===== config.mk =====
export PLATFORM = sky130hd
export DESIGN_NAME = lcd_char_writer_flat
export DESIGN_NICKNAME = d
export VERILOG_FILES = /design/src/rtl/lcd_char_writer_if.sv /design/src/rtl/lcd_char_writer.sv /design/src/flat_wrapper.sv
export SDC_FILE = /design/constraint.sdc
export NUM_CORES = 1
export LEC_CHECK = 0
export ABC_CLOCK_PERIOD_IN_PS = 3700
export BUFFER_PORTS_ARGS = -buffer_cell sky130_fd_sc_hd__buf_2
export CAP_MARGIN = 20
export CORE_AREA = 2 2 103 105
export CTS_BUF_LIST = sky130_fd_sc_hd__clkbuf_16
export CTS_CLUSTER_SIZE = 20
export DETAILED_ROUTE_END_ITERATION = 8
export DIE_AREA = 0 0 105 107
export PLACE_DENSITY_LB_ADDON = 0.25
export SLEW_MARGIN = 10
export SYNTH_ARGS = -nofsm -noshare
export SYNTH_HDL_FRONTEND = slang
export SYNTH_SLANG_ARGS = --single-unit

===== constraint.sdc =====
create_clock -name clk -period 3.7 [get_ports clk]
set_clock_uncertainty 0.05 [all_clocks]
set_input_delay 0.555 -clock clk [delete_from_list [all_inputs] [get_ports clk]]
set_output_delay 0.555 -clock clk [all_outputs]
set_load 0.02 [all_outputs]

===== src/rtl/lcd_char_writer_if.sv =====
// Character/clear request and LCD bus bundle for lcd_char_writer.
// slave = the writer, master = the upstream driver / bus observer.
interface lcd_char_writer_if;
    logic [7:0] i_char;
    logic       i_char_vld;
    logic       i_clear;
    logic       o_busy;
    logic       o_lcd_e;
    logic       o_lcd_rs;
    logic       o_lcd_rw;
    logic [7:0] o_lcd_data;
    logic [3:0] o_col;
    logic       o_line;

    modport slave (
        input  i_char, i_char_vld, i_clear,
        output o_busy, o_lcd_e, o_lcd_rs, o_lcd_rw, o_lcd_data, o_col, o_line
    );
    modport master (
        output i_char, i_char_vld, i_clear,
        input  o_busy, o_lcd_e, o_lcd_rs, o_lcd_rw, o_lcd_data, o_col, o_line
    );
endinterface


===== src/rtl/lcd_char_writer.sv =====
// HD44780 16x2 character writer: power-on init, cursor tracking with wrap, clear.
// Option LCD_BLANK_CLEAR_EN: a 0x20 character strobe acts as a clear request.
module lcd_char_writer #(
    parameter int PWR_WAIT = 750000,
    parameter int E_PULSE  = 25,
    parameter int CMD_WAIT = 2500,
    parameter int CLR_WAIT = 100000
) (
    input  logic              clk,
    input  logic              rst,
    lcd_char_writer_if.slave  bus
);
    localparam int MAXW0 = (PWR_WAIT > CLR_WAIT) ? PWR_WAIT : CLR_WAIT;
    localparam int MAXW1 = (CMD_WAIT > E_PULSE) ? CMD_WAIT : E_PULSE;
    localparam int MAXW  = (MAXW0 > MAXW1) ? MAXW0 : MAXW1;
    localparam int CNT_W = (MAXW > 1) ? $clog2(MAXW) : 1;

    localparam logic [CNT_W-1:0] PWR_M1 = CNT_W'(PWR_WAIT - 1);
    localparam logic [CNT_W-1:0] EP_M1  = CNT_W'(E_PULSE - 1);
    localparam logic [CNT_W-1:0] CMD_M1 = CNT_W'(CMD_WAIT - 1);
    localparam logic [CNT_W-1:0] CLR_M1 = CNT_W'(CLR_WAIT - 1);

    typedef enum logic [2:0] {S_PWR, S_INIT, S_IDLE, S_ADDR, S_DATA, S_CLR} state_t;
    typedef enum logic [1:0] {P_SETUP, P_PULSE, P_WAIT} phase_t;

    state_t           r_state, w_nx_state;
    phase_t           r_ph, w_nx_ph;
    logic [CNT_W-1:0] r_cnt, w_nx_cnt;
    logic [1:0]       r_idx, w_nx_idx;
    logic             r_rs, w_nx_rs;
    logic [7:0]       r_data, w_nx_data;
    logic [7:0]       r_char, w_nx_char;
    logic [3:0]       r_col, w_nx_col;
    logic             r_line, w_nx_line;

    logic             w_in_txn, w_done, w_clr_req;
    logic [CNT_W-1:0] w_wait_m1;

    function automatic logic [7:0] init_cmd(input logic [1:0] idx);
        case (idx)
            2'd0:    return 8'h38;
            2'd1:    return 8'h0C;
            2'd2:    return 8'h01;
            default: return 8'h06;
        endcase
    endfunction

`ifdef LCD_BLANK_CLEAR_EN
    assign w_clr_req = bus.i_clear | (bus.i_char_vld && bus.i_char == 8'h20);
`else
    assign w_clr_req = bus.i_clear;
`endif

    assign w_in_txn  = (r_state != S_PWR) && (r_state != S_IDLE);
    assign w_done    = w_in_txn && (r_ph == P_WAIT) && (r_cnt == '0);
    // Only the clear command needs the long settle time.
    assign w_wait_m1 = (!r_rs && r_data == 8'h01) ? CLR_M1 : CMD_M1;

    always_ff @(posedge clk or posedge rst) begin
        if (rst) begin
            r_state <= S_PWR;
            r_ph    <= P_SETUP;
            r_cnt   <= PWR_M1;
            r_idx   <= '0;
            r_rs    <= 1'b0;
            r_data  <= '0;
            r_char  <= '0;
            r_col   <= '0;
            r_line  <= 1'b0;
        end else begin
            r_state <= w_nx_state;
            r_ph    <= w_nx_ph;
            r_cnt   <= w_nx_cnt;
            r_idx   <= w_nx_idx;
            r_rs    <= w_nx_rs;
            r_data  <= w_nx_data;
            r_char  <= w_nx_char;
            r_col   <= w_nx_col;
            r_line  <= w_nx_line;
        end
    end

    always_comb begin
        w_nx_state = r_state;
        w_nx_ph    = r_ph;
        w_nx_cnt   = r_cnt;
        w_nx_idx   = r_idx;
        w_nx_rs    = r_rs;
        w_nx_data  = r_data;
        w_nx_char  = r_char;
        w_nx_col   = r_col;
        w_nx_line  = r_line;

        if (w_in_txn) begin
            case (r_ph)
                P_SETUP: begin
                    w_nx_ph  = P_PULSE;
                    w_nx_cnt = EP_M1;
                end
                P_PULSE: begin
                    if (r_cnt == '0) begin
                        w_nx_ph  = P_WAIT;
                        w_nx_cnt = w_wait_m1;
                    end else begin
                        w_nx_cnt = r_cnt - 1'b1;
                    end
                end
                default: begin
                    if (r_cnt != '0) w_nx_cnt = r_cnt - 1'b1;
                end
            endcase
        end

        // Starting a transaction overrides the phase sequencing above.
        case (r_state)
            S_PWR: begin
                if (r_cnt == '0) begin
                    w_nx_state = S_INIT;
                    w_nx_ph    = P_SETUP;
                    w_nx_idx   = 2'd0;
                    w_nx_rs    = 1'b0;
                    w_nx_data  = init_cmd(2'd0);
                end else begin
                    w_nx_cnt = r_cnt - 1'b1;
                end
            end
            S_INIT: begin
                if (w_done) begin
                    if (r_idx == 2'd3) begin
                        w_nx_state = S_IDLE;
                    end else begin
                        w_nx_idx  = r_idx + 2'd1;
                        w_nx_ph   = P_SETUP;
                        w_nx_data = init_cmd(r_idx + 2'd1);
                    end
                end
            end
            S_IDLE: begin
                if (w_clr_req) begin
                    w_nx_state = S_CLR;
                    w_nx_ph    = P_SETUP;
                    w_nx_rs    = 1'b0;
                    w_nx_data  = 8'h01;
                end else if (bus.i_char_vld) begin
                    w_nx_state = S_ADDR;
                    w_nx_char  = bus.i_char;
                    w_nx_ph    = P_SETUP;
                    w_nx_rs    = 1'b0;
                    w_nx_data  = {1'b1, r_line, 2'b00, r_col};
                end
            end
            S_ADDR: begin
                if (w_done) begin
                    w_nx_state = S_DATA;
                    w_nx_ph    = P_SETUP;
                    w_nx_rs    = 1'b1;
                    w_nx_data  = r_char;
                end
            end
            S_DATA: begin
                if (w_done) begin
                    w_nx_state = S_IDLE;
                    if (r_col == 4'd15) begin
                        w_nx_col  = 4'd0;
                        w_nx_line = ~r_line;
                    end else begin
                        w_nx_col = r_col + 4'd1;
                    end
                end
            end
            S_CLR: begin
                if (w_done) begin
                    w_nx_state = S_IDLE;
                    w_nx_col   = 4'd0;
                    w_nx_line  = 1'b0;
                end
            end
            default: w_nx_state = S_PWR;
        endcase
    end

    assign bus.o_busy     = (r_state != S_IDLE);
    assign bus.o_lcd_e    = w_in_txn && (r_ph == P_PULSE);
    assign bus.o_lcd_rs   = r_rs;
    assign bus.o_lcd_rw   = 1'b0;
    assign bus.o_lcd_data = r_data;
    assign bus.o_col      = r_col;
    assign bus.o_line     = r_line;
endmodule


===== src/flat_wrapper.sv =====
// flat-port wrapper written by rule: the top's interface ports become plain ports
module lcd_char_writer_flat 
#(
    parameter int PWR_WAIT = 750000,
    parameter int E_PULSE  = 25,
    parameter int CMD_WAIT = 2500,
    parameter int CLR_WAIT = 100000
)
  (clk, rst, bus_i_char, bus_i_char_vld, bus_i_clear, bus_o_busy, bus_o_lcd_e, bus_o_lcd_rs, bus_o_lcd_rw, bus_o_lcd_data, bus_o_col, bus_o_line);
  lcd_char_writer_if bus_i ();
  input  logic clk;
  input  logic rst;
  input wire logic [$bits(bus_i.i_char)-1:0] bus_i_char;
  input wire logic [$bits(bus_i.i_char_vld)-1:0] bus_i_char_vld;
  input wire logic [$bits(bus_i.i_clear)-1:0] bus_i_clear;
  output wire logic [$bits(bus_i.o_busy)-1:0] bus_o_busy;
  output wire logic [$bits(bus_i.o_lcd_e)-1:0] bus_o_lcd_e;
  output wire logic [$bits(bus_i.o_lcd_rs)-1:0] bus_o_lcd_rs;
  output wire logic [$bits(bus_i.o_lcd_rw)-1:0] bus_o_lcd_rw;
  output wire logic [$bits(bus_i.o_lcd_data)-1:0] bus_o_lcd_data;
  output wire logic [$bits(bus_i.o_col)-1:0] bus_o_col;
  output wire logic [$bits(bus_i.o_line)-1:0] bus_o_line;
  assign bus_i.i_char = bus_i_char;
  assign bus_i.i_char_vld = bus_i_char_vld;
  assign bus_i.i_clear = bus_i_clear;
  assign bus_o_busy = bus_i.o_busy;
  assign bus_o_lcd_e = bus_i.o_lcd_e;
  assign bus_o_lcd_rs = bus_i.o_lcd_rs;
  assign bus_o_lcd_rw = bus_i.o_lcd_rw;
  assign bus_o_lcd_data = bus_i.o_lcd_data;
  assign bus_o_col = bus_i.o_col;
  assign bus_o_line = bus_i.o_line;
  lcd_char_writer #(.PWR_WAIT(PWR_WAIT), .E_PULSE(E_PULSE), .CMD_WAIT(CMD_WAIT), .CLR_WAIT(CLR_WAIT)) u_core (.clk(clk), .rst(rst), .bus(bus_i));
endmodule

# After elaboration in Yosys (flattened, before gate mapping)
# Index checks and enable logic that the tools add are counted.
[classes]
n_addsub = 3
eq_ne = 23
bitwise_logic = 2
n_mux = 50
n_reduce_logical = 24
[ops]
columns = ["operator", "n"]
rows = [
  ["20-bit 2-to-1 mux", 5],
  ["8-bit 2-to-1 mux", 6],
  ["20-bit one-hot mux with 2 select lines", 1],
  ["8-bit one-hot mux with 4 select lines", 1],
  ["2-bit 2-to-1 mux", 11],
  ["3-bit 2-to-1 mux", 7],
  ["20-bit logical NOT", 1],
  ["20-bit nonzero test", 1],
  ["20-bit by 1-bit subtractor with 20-bit output, second input constant", 1],
  ["6-bit one-hot mux with 3 select lines", 1],
  ["17-bit 2-to-1 mux", 1],
  ["2-bit by 1-bit inequality test with 1-bit output, second input constant", 8],
  ["3-bit one-hot mux with 5 select lines", 1],
  ["4-bit 2-to-1 mux", 3],
  ["4-bit AND reduction", 3],
  ["6-bit AND reduction", 2],
  ["8-bit by 1-bit == test with 1-bit output, second input constant", 1],
  ["2-bit one-hot mux with 2 select lines", 2],
  ["2-bit one-hot mux with 4 select lines", 1],
  ["4-bit one-hot mux with 2 select lines", 1],
  ["1-bit 2-to-1 mux", 7],
  ["2-bit == test, second input constant", 3],
  ["3-bit by 2-bit == test with 1-bit output, second input constant", 2],
  ["3-bit == test, second input constant", 2],
  ["other kinds (20)", 30],
]
[totals]
word_cells = 111
in_bits = 12
regBits = 49
out_inout_bits = 17

# Depth between registers and ports, before layout
# Gate-level depths: netlist (run 1).
[logic_depth]
ltp_word = 8
mapped_depth = 10
depth_no_buf = 10

# Worst setup path after synthesis (run 1)
# No wires, ideal clock.
[synth_path]
path_kind = "register -> register"
start = "register u_core.r_cnt[0]"
end = "register u_core.r_cnt[13]"
path_buffers = 2
setup_slack_ns = 1.359
synth_period_minus_slack_ns = 2.341
required_ns = 3.573
stages_incl_launch_ff = 10
arrival_time_ns = 2.214
setup_ns = 0.077
path_cell_list = "dfstp_2 -> inv_1 -> ha_1 -> nor4b_2 -> and4_1 -> buf_2 -> a21oi_1 -> clkbuf_1 -> o21ai_0 -> a31oi_1"
[synth_via]
elab_chain_len = 6
elab_cells_between_ends = 9
cone_classes = "1 x add/sub; 6 x mux; 2 x reduce/logical"
[synth_lines]
columns = ["element", "line", "text"]
rows = [
  ["start, declared", "lcd_char_writer.sv:28", "logic [CNT_W-1:0] r_cnt, w_nx_cnt;"],
  ["start signal, assigned", "lcd_char_writer.sv:73", "r_cnt <= w_nx_cnt;"],
  ["20-bit by 1-bit subtractor with 20-bit output, or another cell as far along", "lcd_char_writer.sv:105, lcd_char_writer.sv:109, lcd_char_writer.sv:124", ""],
  ["20-bit 2-to-1 mux (on tied branches)", "lcd_char_writer.sv:109, lcd_char_writer.sv:101", ""],
  ["20-bit one-hot mux with 2 select lines", "lcd_char_writer.sv:95", "case (r_ph)"],
  ["20-bit 2-to-1 mux", "lcd_char_writer.sv:94", "if (w_in_txn) begin"],
  ["20-bit 2-to-1 mux", "lcd_char_writer.sv:117", "if (r_cnt == '0) begin"],
  ["20-bit 2-to-1 mux *", "lcd_char_writer.sv:115", "case (r_state)"],
  ["net u_core.w_nx_cnt[13]", "lcd_char_writer.sv:28", ""],
]
# The timed path passes the listed nets; every way through them passes the cells marked *.
# A chain may end at the register's enable or synchronous reset.

# Worst setup path after layout (run 1)
[layout_path]
start = "register u_core.r_cnt[1]"
end = "register u_core.r_data[2], in the netlist u_core.bus.o_lcd_data[2]"
[layout_via]
elab_chain_len = 4
elab_cells_between_ends = 6
cone_classes = "3 x eq/ne; 3 x reduce/logical"
[layout_lines]
columns = ["element", "line", "text"]
rows = [
  ["20-bit logical NOT *", "lcd_char_writer.sv:55, lcd_char_writer.sv:117", ""],
  ["1-bit logical AND", "lcd_char_writer.sv:55", "assign w_done = w_in_txn && (r_ph == P_WAIT) && (r_cnt == '0);"],
  ["2-bit by 1-bit inequality test with 1-bit output (no line)", "-", ""],
  ["6-bit AND reduction (no line) *", "-", ""],
  ["end signal, assigned", "lcd_char_writer.sv:76", "r_data <= w_nx_data;"],
  ["end, declared", "lcd_char_writer.sv:31", "logic [7:0] r_data, w_nx_data;"],
]
# Every way passes the cells marked *; elsewhere a longest branch is shown, timed or not.

==> results of run 1 <==
-- worst paths after layout --
| path | to | slack (ns) |
|---|---|---|
| max in group asynchronous | u_core.r_cnt[7] | 2.52 |
| setup reg to reg | u_core.bus.o_lcd_data[2] | 0.82 |
| hold / removal | u_core.r_cnt[18] | 0.30 |
| min in group clk | u_core.r_char[6] | 0.44 |
| setup / recovery | u_core.bus.o_lcd_data[2] | 0.82 |
| hold reg to reg | u_core.r_char[6] | 0.46 |
-- registers in the layout, indices dropped and copies added (netlist names) --
| name | cells |
|---|---|
| u_core.bus.o_col | 4 |
| u_core.bus.o_lcd_data | 8 |
| u_core.bus.o_lcd_rs | 1 |
| u_core.bus.o_line | 1 |
| u_core.r_char | 8 |
| u_core.r_cnt | 20 |
| u_core.r_idx | 2 |
| u_core.r_ph | 2 |
| u_core.r_state | 3 |
-- synthesized netlist by cell type (2+ instances only) --
| cell | number |
|---|---|
| dfrtp_1 | 36 |
| nor2_1 | 30 |
| nand2_1 | 20 |
| a21oi_1 | 16 |
| inv_1 | 14 |
| dfstp_2 | 13 |
| o21ai_0 | 13 |
| nor3_1 | 12 |
| a31oi_1 | 11 |
| mux2_2 | 9 |
| mux2i_1 | 9 |
| nand3_1 | 9 |
| nor4_1 | 9 |
| clkbuf_1 | 8 |
| a211o_1 | 6 |
| buf_2 | 6 |
| ha_1 | 6 |
| nand2b_1 | 6 |
| mux2_4 | 5 |
| o21ai_1 | 5 |
| or4_1 | 5 |
| a21o_1 | 4 |
| nand4_1 | 4 |
| or3_1 | 4 |
| a21boi_0 | 3 |
| nor2b_1 | 3 |
| o31ai_1 | 3 |
| a211oi_1 | 2 |
| a221o_1 | 2 |
| a22o_1 | 2 |
| and2_1 | 2 |
| buf_6 | 2 |
| inv_2 | 2 |
| o211a_1 | 2 |
| o21bai_1 | 2 |
| o22ai_1 | 2 |
| o41ai_1 | 2 |
| xnor2_1 | 2 |
-- power by group --
| part | switching [mW] | total (mW) | internal (mW) |
|---|---|---|---|
| combinational | 0.351 | 0.628 | 0.277 |
| sequential | 0.197 | 0.915 | 0.718 |
| clock | 0.216 | 0.541 | 0.324 |
| total | 0.764 | 2.08 | 1.32 |
-- area by class of cell --
| cell class | count | area (µm²) |
|---|---|---|
| clock buffers | 5 | 125 |
| clock inverters | 3 | 47.5 |
| fillers | 1089 | 6680 |
| inverters | 16 | 60.1 |
| multi-input cells | 236 | 1590 |
| flip-flops and latches | 49 | 1240 |
| well taps | 136 | 170 |
| repair buffers | 32 | 173 |
-- cells in the final DEF, fill, tap and decap left out, types with 5 or more instances in the layout --
master     netlist  routed
dfstp_2         13      13
a31oi_1         11      11
nor3_1          12      12
a211o_1          6       6
buf_2            6      27
nand2_1         20      20
nand3_1          9       9
nor4_1           9       9
buf_4            1       5
clkbuf_16        0       5
o21ai_1          5       5
mux2i_1          9       9
nand2b_1         6       6
mux2_4           5       5
a21oi_1         16      16
dfrtp_1         36      36
inv_1           14      13
nor2_1          30      30
mux2_2           9       9
or4_1            5       5
o21ai_0         13      13
ha_1             6       6
-- through the flow --
step           std cells  hold WS (ns)  cell area [µm²]   util
2_1_floorplan        318         0.429             2990      -
3_3_place_gp         469         0.441             3240  0.321
3_5_place_dp         469         0.445             3240  0.321
4_1_cts              477         0.338             3410  0.338
5_1_grt              477         0.367             3410  0.338
6_report             477         0.297             3410  0.338
-- cells by family (layout without fill, tap and decap cells) --
logic type,after synthesis,in the layout,share of synthesized area
compound gates,86,86,0.195
xor+xnor,2,2,0.00587
fa+ha+maj,6,6,0.0251
buf+inv,33,56,0.0503
flops,49,49,0.416
mux,23,23,0.0893
other cells,1,1,0.00126
simple gates,118,118,0.217
-- layer usage --
layer / wire length (µm) / up-vias / global-route usage
met3: 347 / 6 / 0.0231
met1: 3550 / 1225 / 0.183
met4: 51 / 0 / 0.0248
li1: - / 1219 / -
met2: 3560 / 65 / 0.235
met5: 0 / - / 0
==> impl_metrics.csv, run 1 <==
group,metric,value,unit
floorplanning,io_pins,29,
global_route,overflow,0,
sta,hold_viol,0,
global_route,grt_max_degree,33,
clock_network,ctsHoldBuffers,0,
sta,max_freq,348,MHz
sta,setup_tns,0,ns
clock_network,clk_path_buf_depth,2,
floorplanning,row_count,37,
outcome,outcome,"finished clean",
sta,finalCriticalPeriod,2.88,ns
placed_design,dpl.hpwl,5520,µm
clock_network,clk_latency,0.29,ns
global_route,grt_pass1_wl,12600,µm
floorplanning,die_w,105,µm
floorplanning,die_area,0.0112,mm²
synthesis,synth_top_area_share,0.302,
finish,syn2layout_area_growth,14.2,%
synthesis,yosysWarnings,0,
worst_setup_path,crit_type,"reg2reg",
synthesis,synth_nets,336,
worst_setup_path,worstPathCellList,"inv_1 > ha_1 > nor4b_2 > and4_1 > nand3_1 > a221o_1 > mux2_4",
clock_network,cts_resized,0,
clock_network,root_buffer,"clkbuf_16",
routing,drc,0,
synthesis,ys_seq_area_frac,0.416,
worst_setup_path,slowest_delay,0.61,ns
synthesis,synth_edf_count,0,
worst_setup_path,crit_path_end_kind,"register",
worst_setup_path,path_depth,7,
clock_network,htree_levels,2,
placed_design,gp_congestion,0.807,
routing,first_pass_iters,4,
worst_setup_path,path_buf_inv,1,
power_and_ir_drop,pwr_density_cell,611,mW/mm²
routing,wl,7510,µm
clock_network,path_clk_slew,0.07,ns
synthesis,synth_area,0.00299,mm²
power_and_ir_drop,p_leak,1.53,nW
sta,slew_headroom,0.358,
sta,rsz0062_at_grt,"no",
sta,worst_pin_slew,0.954,ns
routing,ant_nets,0,
clock_network,post_cts_buffers,0,
synthesis,netlist_top_cells_area,"dfrtp_1 (30%), dfstp_2 (11%), nor2_1 (3.8%), mux2_2 (3.4%), mux2i_1 (3.0%)",
routing,wl_per_cell,15.7,µm
power_and_ir_drop,ir_drop,0.277,mV
global_route,grt_pass1_vias,2485,
worst_setup_path,worst_path_max_delay_cell,"a221o_1",
worst_setup_path,start_kind,"register",
worst_setup_path,cp-startpoint,"u_core.r_cnt[1]",
floorplanning,core_area,0.0101,mm²
routing,via_per_inst,5.27,
floorplanning,initial_core_util,0.296,
synthesis,synth_top_area_cell,"dfrtp_1",
synthesis,ys.flop_type,"dfrtp_1",
placed_design,pre_cts_ws,0.819,ns
sta,final_max_slew_viol_count,0,
sta,final.setup.worst_slack,0.823,ns
floorplanning,die_y,107,µm
clock_network,cts_buffers,5,
placed_design,numPortBuffers,27,
finish,antenna_cells,0,
synthesis,avgSynthCellArea,9.39,µm²
worst_setup_path,cp_max_fo,13,
sta,setup_viol,0,
synthesis,synthDistinctLibCells,65,
global_route,antenna_found_initial,0,
worst_hold_path,min_path_type,"in2async",
worst_setup_path,worstRegToRegCells,7,
run,max_cap_violations,0,
clock_network,cts_tree,"done",
clock_network,cts.sinks,49,
global_route,grt_util_all_layers,0.137,
finish,drive_gt1_frac,0.229,
sta,finalCritPeriodShare,0.778,
power_and_ir_drop,finalPower,2.08,mW
routing,drt-initial-drc-count,113,
synthesis,synthCells,318,
worst_setup_path,cp_data_required_time,3.83,ns
synthesis,synthArstFlopShare,1.00,
worst_setup_path,path_delay_family,"simple AND/OR/NAND/NOR gates",
worst_setup_path,reg2reg_from,"u_core.r_cnt[1]",
routing,via_count,2515,
synthesis,ys_ff_latch,49,
finish,nets,358,
worst_setup_path,cp.arrival,3.01,ns
No activity file was read; power rests on OpenSTA's default activity.
==> run 2, diff against run 1 <==
--- a/config.mk
+++ b/config.mk
@@ -5,7 +5,7 @@
 export SDC_FILE = /design/constraint.sdc
 export NUM_CORES = 1
 export LEC_CHECK = 0
-export ABC_CLOCK_PERIOD_IN_PS = 3700
+export ABC_CLOCK_PERIOD_IN_PS = 2900
 export BUFFER_PORTS_ARGS = -buffer_cell sky130_fd_sc_hd__buf_2
 export CAP_MARGIN = 20
 export CORE_AREA = 2 2 103 105
==> constraint.sdc (replaced) <==
create_clock -name clk -period 2.9 [get_ports clk]
set_clock_uncertainty 0.05 [all_clocks]
set_input_delay 0.435 -clock clk [delete_from_list [all_inputs] [get_ports clk]]
set_output_delay 0.435 -clock clk [all_outputs]
set_load 0.02 [all_outputs]
==> run 2 against run 1 <==
Compared with the run above:
- sequential share of layout area fell by 0.67 points
- clock power rose by 14%
- via count rose by 0.44%
- non-clock buffer count rose by 11
- register-to-register slack got worse by 0.52 ns
- sequential power rose by 26%
- core utilization rose by 0.63 points
- critical path depth rose by 1
- first-iteration DRC count rose by 8.0%
- combinational power rose by 35%
- largest power group unchanged
==> impl_metrics.csv, run 2 (synthesized netlist as in run 1, its figures left out) <==
group,metric,value,unit
floorplanning,die_w,105,µm
finish,register_area,0.00124,mm²
global_route,grt_util_all_layers,0.140,
finish,layout_commonest_cell,"dfrtp_1",
global_route,overflow,0,
floorplanning,row_count,37,
sta,setup_tns,0,ns
worst_hold_path,min_path_type,"in2async",
finish,filler_cell_count,1067,
routing,ant_nets,0,
worst_setup_path,start_kind,"register",
worst_setup_path,cp_max_fo,10,
sta,hold_viol,0,
sta,setup_viol,0,
finish,nets,369,
floorplanning,die_area,0.0112,mm²
placed_design,numPortBuffers,27,
worst_setup_path,crit_type,"reg2reg",
placed_design,dpl.hpwl,5730,µm
placed_design,placed_cell_area,0.00332,mm²
finish,mostFrequentLayoutCells,"dfrtp_1 (36), nor2_1 (30), buf_2 (27)",
finish,largest-register,"u_core.r_cnt",
power_and_ir_drop,ir_drop,0.315,mV
clock_network,ctsHoldBuffers,0,
sta,whs,0.0478,ns
sta,finalCriticalPeriod,2.60,ns
routing,topRoutingLayerUsed,"met4",
routing,wirelength_met1,3570,µm
worst_setup_path,r2r-end,"u_core.bus.o_lcd_data[1]",
clock_network,post_cts_buffers,0,
sta,final_max_slew_viol_count,0,
routing,first_pass_iters,4,
power_and_ir_drop,finalPower,2.61,mW
finish,drive_gt1_frac,0.253,
finish,fin_util,0.344,
placed_design,gp_congestion,0.822,
power_and_ir_drop,pwr_density_cell,751,mW/mm²
sta,finalCritPeriodShare,0.896,
global_route,grt_pass1_wl,12600,µm
clock_network,cts.sinks,49,
clock_network,cts_resized,0,
routing,wl,7600,µm
routing,wl_met2,3650,µm
global_route,antenna_found_initial,0,
worst_setup_path,crit_path_end_kind,"register",
floorplanning,die_y,107,µm
clock_network,cts_buffers,5,
sta,max_freq,385,MHz
clock_network,clk_path_buf_depth,2,
routing,drt-initial-drc-count,122,
routing,via_count,2526,
worst_setup_path,rrSetupSlack,0.30,ns
worst_setup_path,cp_data_required_time,3.04,ns
floorplanning,initial_core_util,0.296,
power_and_ir_drop,p_leak,1.58,nW
run,max_cap_violations,0,
global_route,grt_pass1_vias,2470,
finish,fin_area,0.00347,mm²
floorplanning,io_pins,29,
clock_network,root_buffer,"clkbuf_16",
clock_network,htree_levels,2,
worst_setup_path,cp.arrival,2.74,ns
routing,drc,0,
clock_network,clk_latency,0.30,ns
sta,rsz0062_at_grt,"no",
floorplanning,core_area,0.0101,mm²
routing,wl_per_cell,15.6,µm
sta,slew_headroom,0.599,
finish,largest_register_ffs,20,
global_route,grt_max_degree,21,
routing,via_per_inst,5.18,
sta,worst_pin_slew,0.596,ns
clock_network,cts_tree,"done",
outcome,outcome,"finished clean",
clock_network,path_clk_slew,0.07,ns
routing,route.met3.wl,316,µm
finish,antenna_cells,0,
finish,syn2layout_area_growth,16.4,%
finish,multiInputGateArea,0.00159,mm²
worst_setup_path,worstRegToRegCells,8,
worst_setup_path,reg2reg_from,"u_core.r_cnt[0]",
run 2: metal layers:
layer,GRT usage,vias to the layer above
li1,-,1250
met1,0.179,1222
met2,0.243,48
met3,0.0261,6
met4,0.0352,0
met5,0,-
run 2: through the flow:
stage | std cells | setup WS [ns]
finish | 488 | 0.301
global route | 488 | 0.145
CTS | 488 | 0.284
detailed placement | 480 | 0.302
global placement | 480 | 0.335
floorplan | 318 | 0.559
run 2: worst max-delay path, stage by stage, from the launching register on:
cell and delay [ns]:
dfstp_2 0.40, inv_1 0.06, ha_1 0.21, nor4b_2 0.34, nand4_2 0.24, nor2_4 0.21
inv_2 0.08, a221o_1 0.54, mux2_4 0.37
run 2: worst max-delay path by stage:
stage                     from  slack (ns)                  endpoint  cells after the start
2_1_floorplan  u_core.r_cnt[0]        0.56          u_core.r_cnt[13]                      9
3_3_place_gp   u_core.r_cnt[1]        0.33  u_core.bus.o_lcd_data[1]                      8
3_5_place_dp   u_core.r_cnt[0]        0.30  u_core.bus.o_lcd_data[3]                      8
4_1_cts        u_core.r_cnt[0]        0.28  u_core.bus.o_lcd_data[1]                      8
5_1_grt        u_core.r_cnt[0]        0.14  u_core.bus.o_lcd_data[6]                      8
6_report       u_core.r_cnt[0]        0.30  u_core.bus.o_lcd_data[1]                      8
run 2: where the power goes:
part | switching [mW] | internal, mW | total [mW] | leakage [nW]
logic | 0.473 | 0.374 | 0.847 | 0.907
clock network | 0.286 | 0.331 | 0.617 | 0.0763
registers | 0.230 | 0.917 | 1.15 | 0.597
total | 0.989 | 1.62 | 2.61 | 1.58
run 2: cell type report:
| cell class | count | share of cell area |
|---|---|---|
| Timing Repair Buffer | 43 | 0.0735 |
| Sequential cell | 49 | 0.358 |
| Multi-Input combinational cell | 236 | 0.458 |
| Tap cell | 136 | 0.0490 |
| Clock buffer | 5 | 0.0360 |
| Inverter | 16 | 0.0173 |
| Clock inverter | 3 | 0.00828 |
==> run 3, diff against run 2 <==
--- a/config.mk
+++ b/config.mk
@@ -5,14 +5,14 @@
 export SDC_FILE = /design/constraint.sdc
 export NUM_CORES = 1
 export LEC_CHECK = 0
-export ABC_CLOCK_PERIOD_IN_PS = 2900
+export ABC_CLOCK_PERIOD_IN_PS = 2270
 export BUFFER_PORTS_ARGS = -buffer_cell sky130_fd_sc_hd__buf_2
 export CAP_MARGIN = 20
-export CORE_AREA = 2 2 103 105
+export CORE_AREA = 2 2 85 87
 export CTS_BUF_LIST = sky130_fd_sc_hd__clkbuf_16
 export CTS_CLUSTER_SIZE = 20
 export DETAILED_ROUTE_END_ITERATION = 8
-export DIE_AREA = 0 0 105 107
+export DIE_AREA = 0 0 87 89
 export PLACE_DENSITY_LB_ADDON = 0.25
 export SLEW_MARGIN = 10
 export SYNTH_ARGS = -nofsm -noshare
==> constraint.sdc (replaced) <==
create_clock -name clk -period 2.27 [get_ports clk]
set_clock_uncertainty 0.05 [all_clocks]
set_input_delay 0.3405 -clock clk [delete_from_list [all_inputs] [get_ports clk]]
set_output_delay 0.3405 -clock clk [all_outputs]
set_load 0.005 [all_outputs]
==> run 3 against run 2 <==
Compared with the run above:
- final cell count is 3.9% lower
- first-iteration DRC count increased by 82%
- core utilization grew 22 points
- clock power is 25% higher
- sequential power is 23% higher
- sequential share of layout area is 3.0 points lower
- die area shrank 31%
- sequential cell count unchanged
- register-to-register slack got worse by 0.25 ns
- wire length increased by 1.9%
- global-route usage is 7.2 points higher
- largest cell class unchanged
- highest routed layer unchanged
==> impl_metrics.csv, run 3 (synthesized netlist as in run 1, its figures left out) <==
group,metric,value,unit
clock_network,htree_levels,2,
routing,wl_per_cell,16.5,µm
global_route,overflow,0,
clock_network,path_clk_slew,0.08,ns
clock_network,cts.sinks,49,
worst_setup_path,worstPathCellList,"nor4_4 > and4_4 > nand3_4 > a221o_2 > mux2_4",
routing,via_count,2659,
worst_setup_path,start_kind,"register",
sta,finalCriticalPeriod,2.22,ns
finish,drive_gt1_frac,0.365,
floorplanning,die_y,89,µm
clock_network,cts_buffers,5,
finish,antenna_cells,0,
sta,max_freq,451,MHz
finish,nets,406,
finish,layoutNonFillerInstCount,469,
worst_setup_path,path_buf_inv,0,
sta,rsz0062_at_grt,"yes",
placed_design,dpl.hpwl,5820,µm
floorplanning,io_pins,29,
clock_network,clk_path_buf_depth,2,
routing,drt-initial-drc-count,222,
sta,slew_headroom,0.617,
sta,hold_viol,0,
floorplanning,initial_core_util,0.444,
power_and_ir_drop,ir_drop,0.359,mV
sta,setup_viol,0,
placed_design,gp_congestion,0.871,
outcome,outcome,"finished clean",
global_route,grt_max_degree,27,
routing,drc,0,
sta,worst_pin_slew,0.573,ns
power_and_ir_drop,p_leak,1.78,nW
global_route,antenna_found_initial,0,
worst_setup_path,cp_data_required_time,2.40,ns
sta,finalCritPeriodShare,0.976,
clock_network,ctsHoldBuffers,0,
routing,first_pass_iters,4,
worst_setup_path,cp.arrival,2.35,ns
clock_network,cts_tree,"done",
floorplanning,core_area,0.00672,mm²
global_route,grt_pass1_wl,12900,µm
finish,layout_commonest_cell,"buf_4",
routing,via_per_inst,5.67,
floorplanning,row_count,30,
placed_design,dp.cells,459,
finish,mostFrequentLayoutCells,"buf_4 (50), dfrtp_1 (36), nor2_1 (30)",
power_and_ir_drop,pwr_density_cell,952,mW/mm²
worst_setup_path,path_delay_family,"simple AND/OR/NAND/NOR gates",
worst_setup_path,crit_type,"reg2reg",
finish,largest-register,"u_core.r_cnt",
placed_design,numPortBuffers,27,
power_and_ir_drop,finalPower,3.61,mW
routing,wl,7750,µm
worst_setup_path,crit_path_end_kind,"register",
worst_hold_path,min_path_type,"in2async",
worst_setup_path,worst_path_max_delay_cell,"a221o_2",
run,max_cap_violations,0,
clock_network,clk_latency,0.30,ns
finish,largest_register_ffs,20,
worst_setup_path,cp_max_fo,7,
finish,syn2layout_area_growth,27.0,%
global_route,grt_pass1_vias,2633,
floorplanning,die_area,0.00774,mm²
global_route,grt_util_all_layers,0.212,
sta,final_max_slew_viol_count,0,
routing,ant_nets,0,
clock_network,root_buffer,"clkbuf_16",
sta,whs,0.0458,ns
worst_setup_path,slowest_delay,0.51,ns
floorplanning,die_w,87,µm
run 3: final timing paths:
path,from,end,slack (ns),depth (start not counted)
worst max register to register,u_core.r_cnt[12],u_core.bus.o_lcd_data[0],0.05,5
worst min register to register,u_core.r_char[2],u_core.r_char[2],0.46,1
worst min-delay path,rst,u_core.r_char[1],0.05,2
min in group clk,bus_i_char[2],u_core.r_char[2],0.22,2
worst max-delay path,u_core.r_cnt[12],u_core.bus.o_lcd_data[0],0.05,5
max in group asynchronous,rst,u_core.r_cnt[7],1.52,3
run 3: timing repair:
item	in CTS	in global routing
resized for setup	5	17
pin swaps	2	6
setup buffers	1	1
endpoints found under the setup margin	19	23
hold endpoints to repair	0	0
run 3: where the power goes:
| group | internal, mW | switching [mW] | leakage, nW |
|---|---|---|---|
| logic | 0.713 | 0.704 | 1.10 |
| registers | 1.17 | 0.246 | 0.597 |
| clock network | 0.417 | 0.358 | 0.0744 |
run 3: final cells by class:
type	count	area [µm²]
repair buffers	80	553
clock buffers	5	125
flip-flops and latches	49	1240
fillers	590	2930
inverters	16	60.1
well taps	80	100
clock inverters	3	26.3
multi-input cells	236	1680
run 3: routing by layer:
layer / GRT usage / routed length, µm / vias up
met1: 0.287 / 3560 / 1264
li1: - / - / 1322
met4: 0.0682 / 135 / 0
met3: 0.0295 / 279 / 12
met2: 0.352 / 3770 / 61
met5: 0 / 0 / -
run 3: metrics by stage:
step	cell area (µm²)	setup slack, ns	setup TNS (ns)	util
2_1_floorplan	3000	-0.00131	-0.00263	-
3_3_place_gp	3540	-0.0235	-0.148	0.527
3_5_place_dp	3540	-0.102	-1.26	0.527
4_1_cts	3710	-0.0143	-0.0932	0.553
5_1_grt	3790	-0.0402	-0.169	0.564
6_report	3790	0.0543	0	0.564
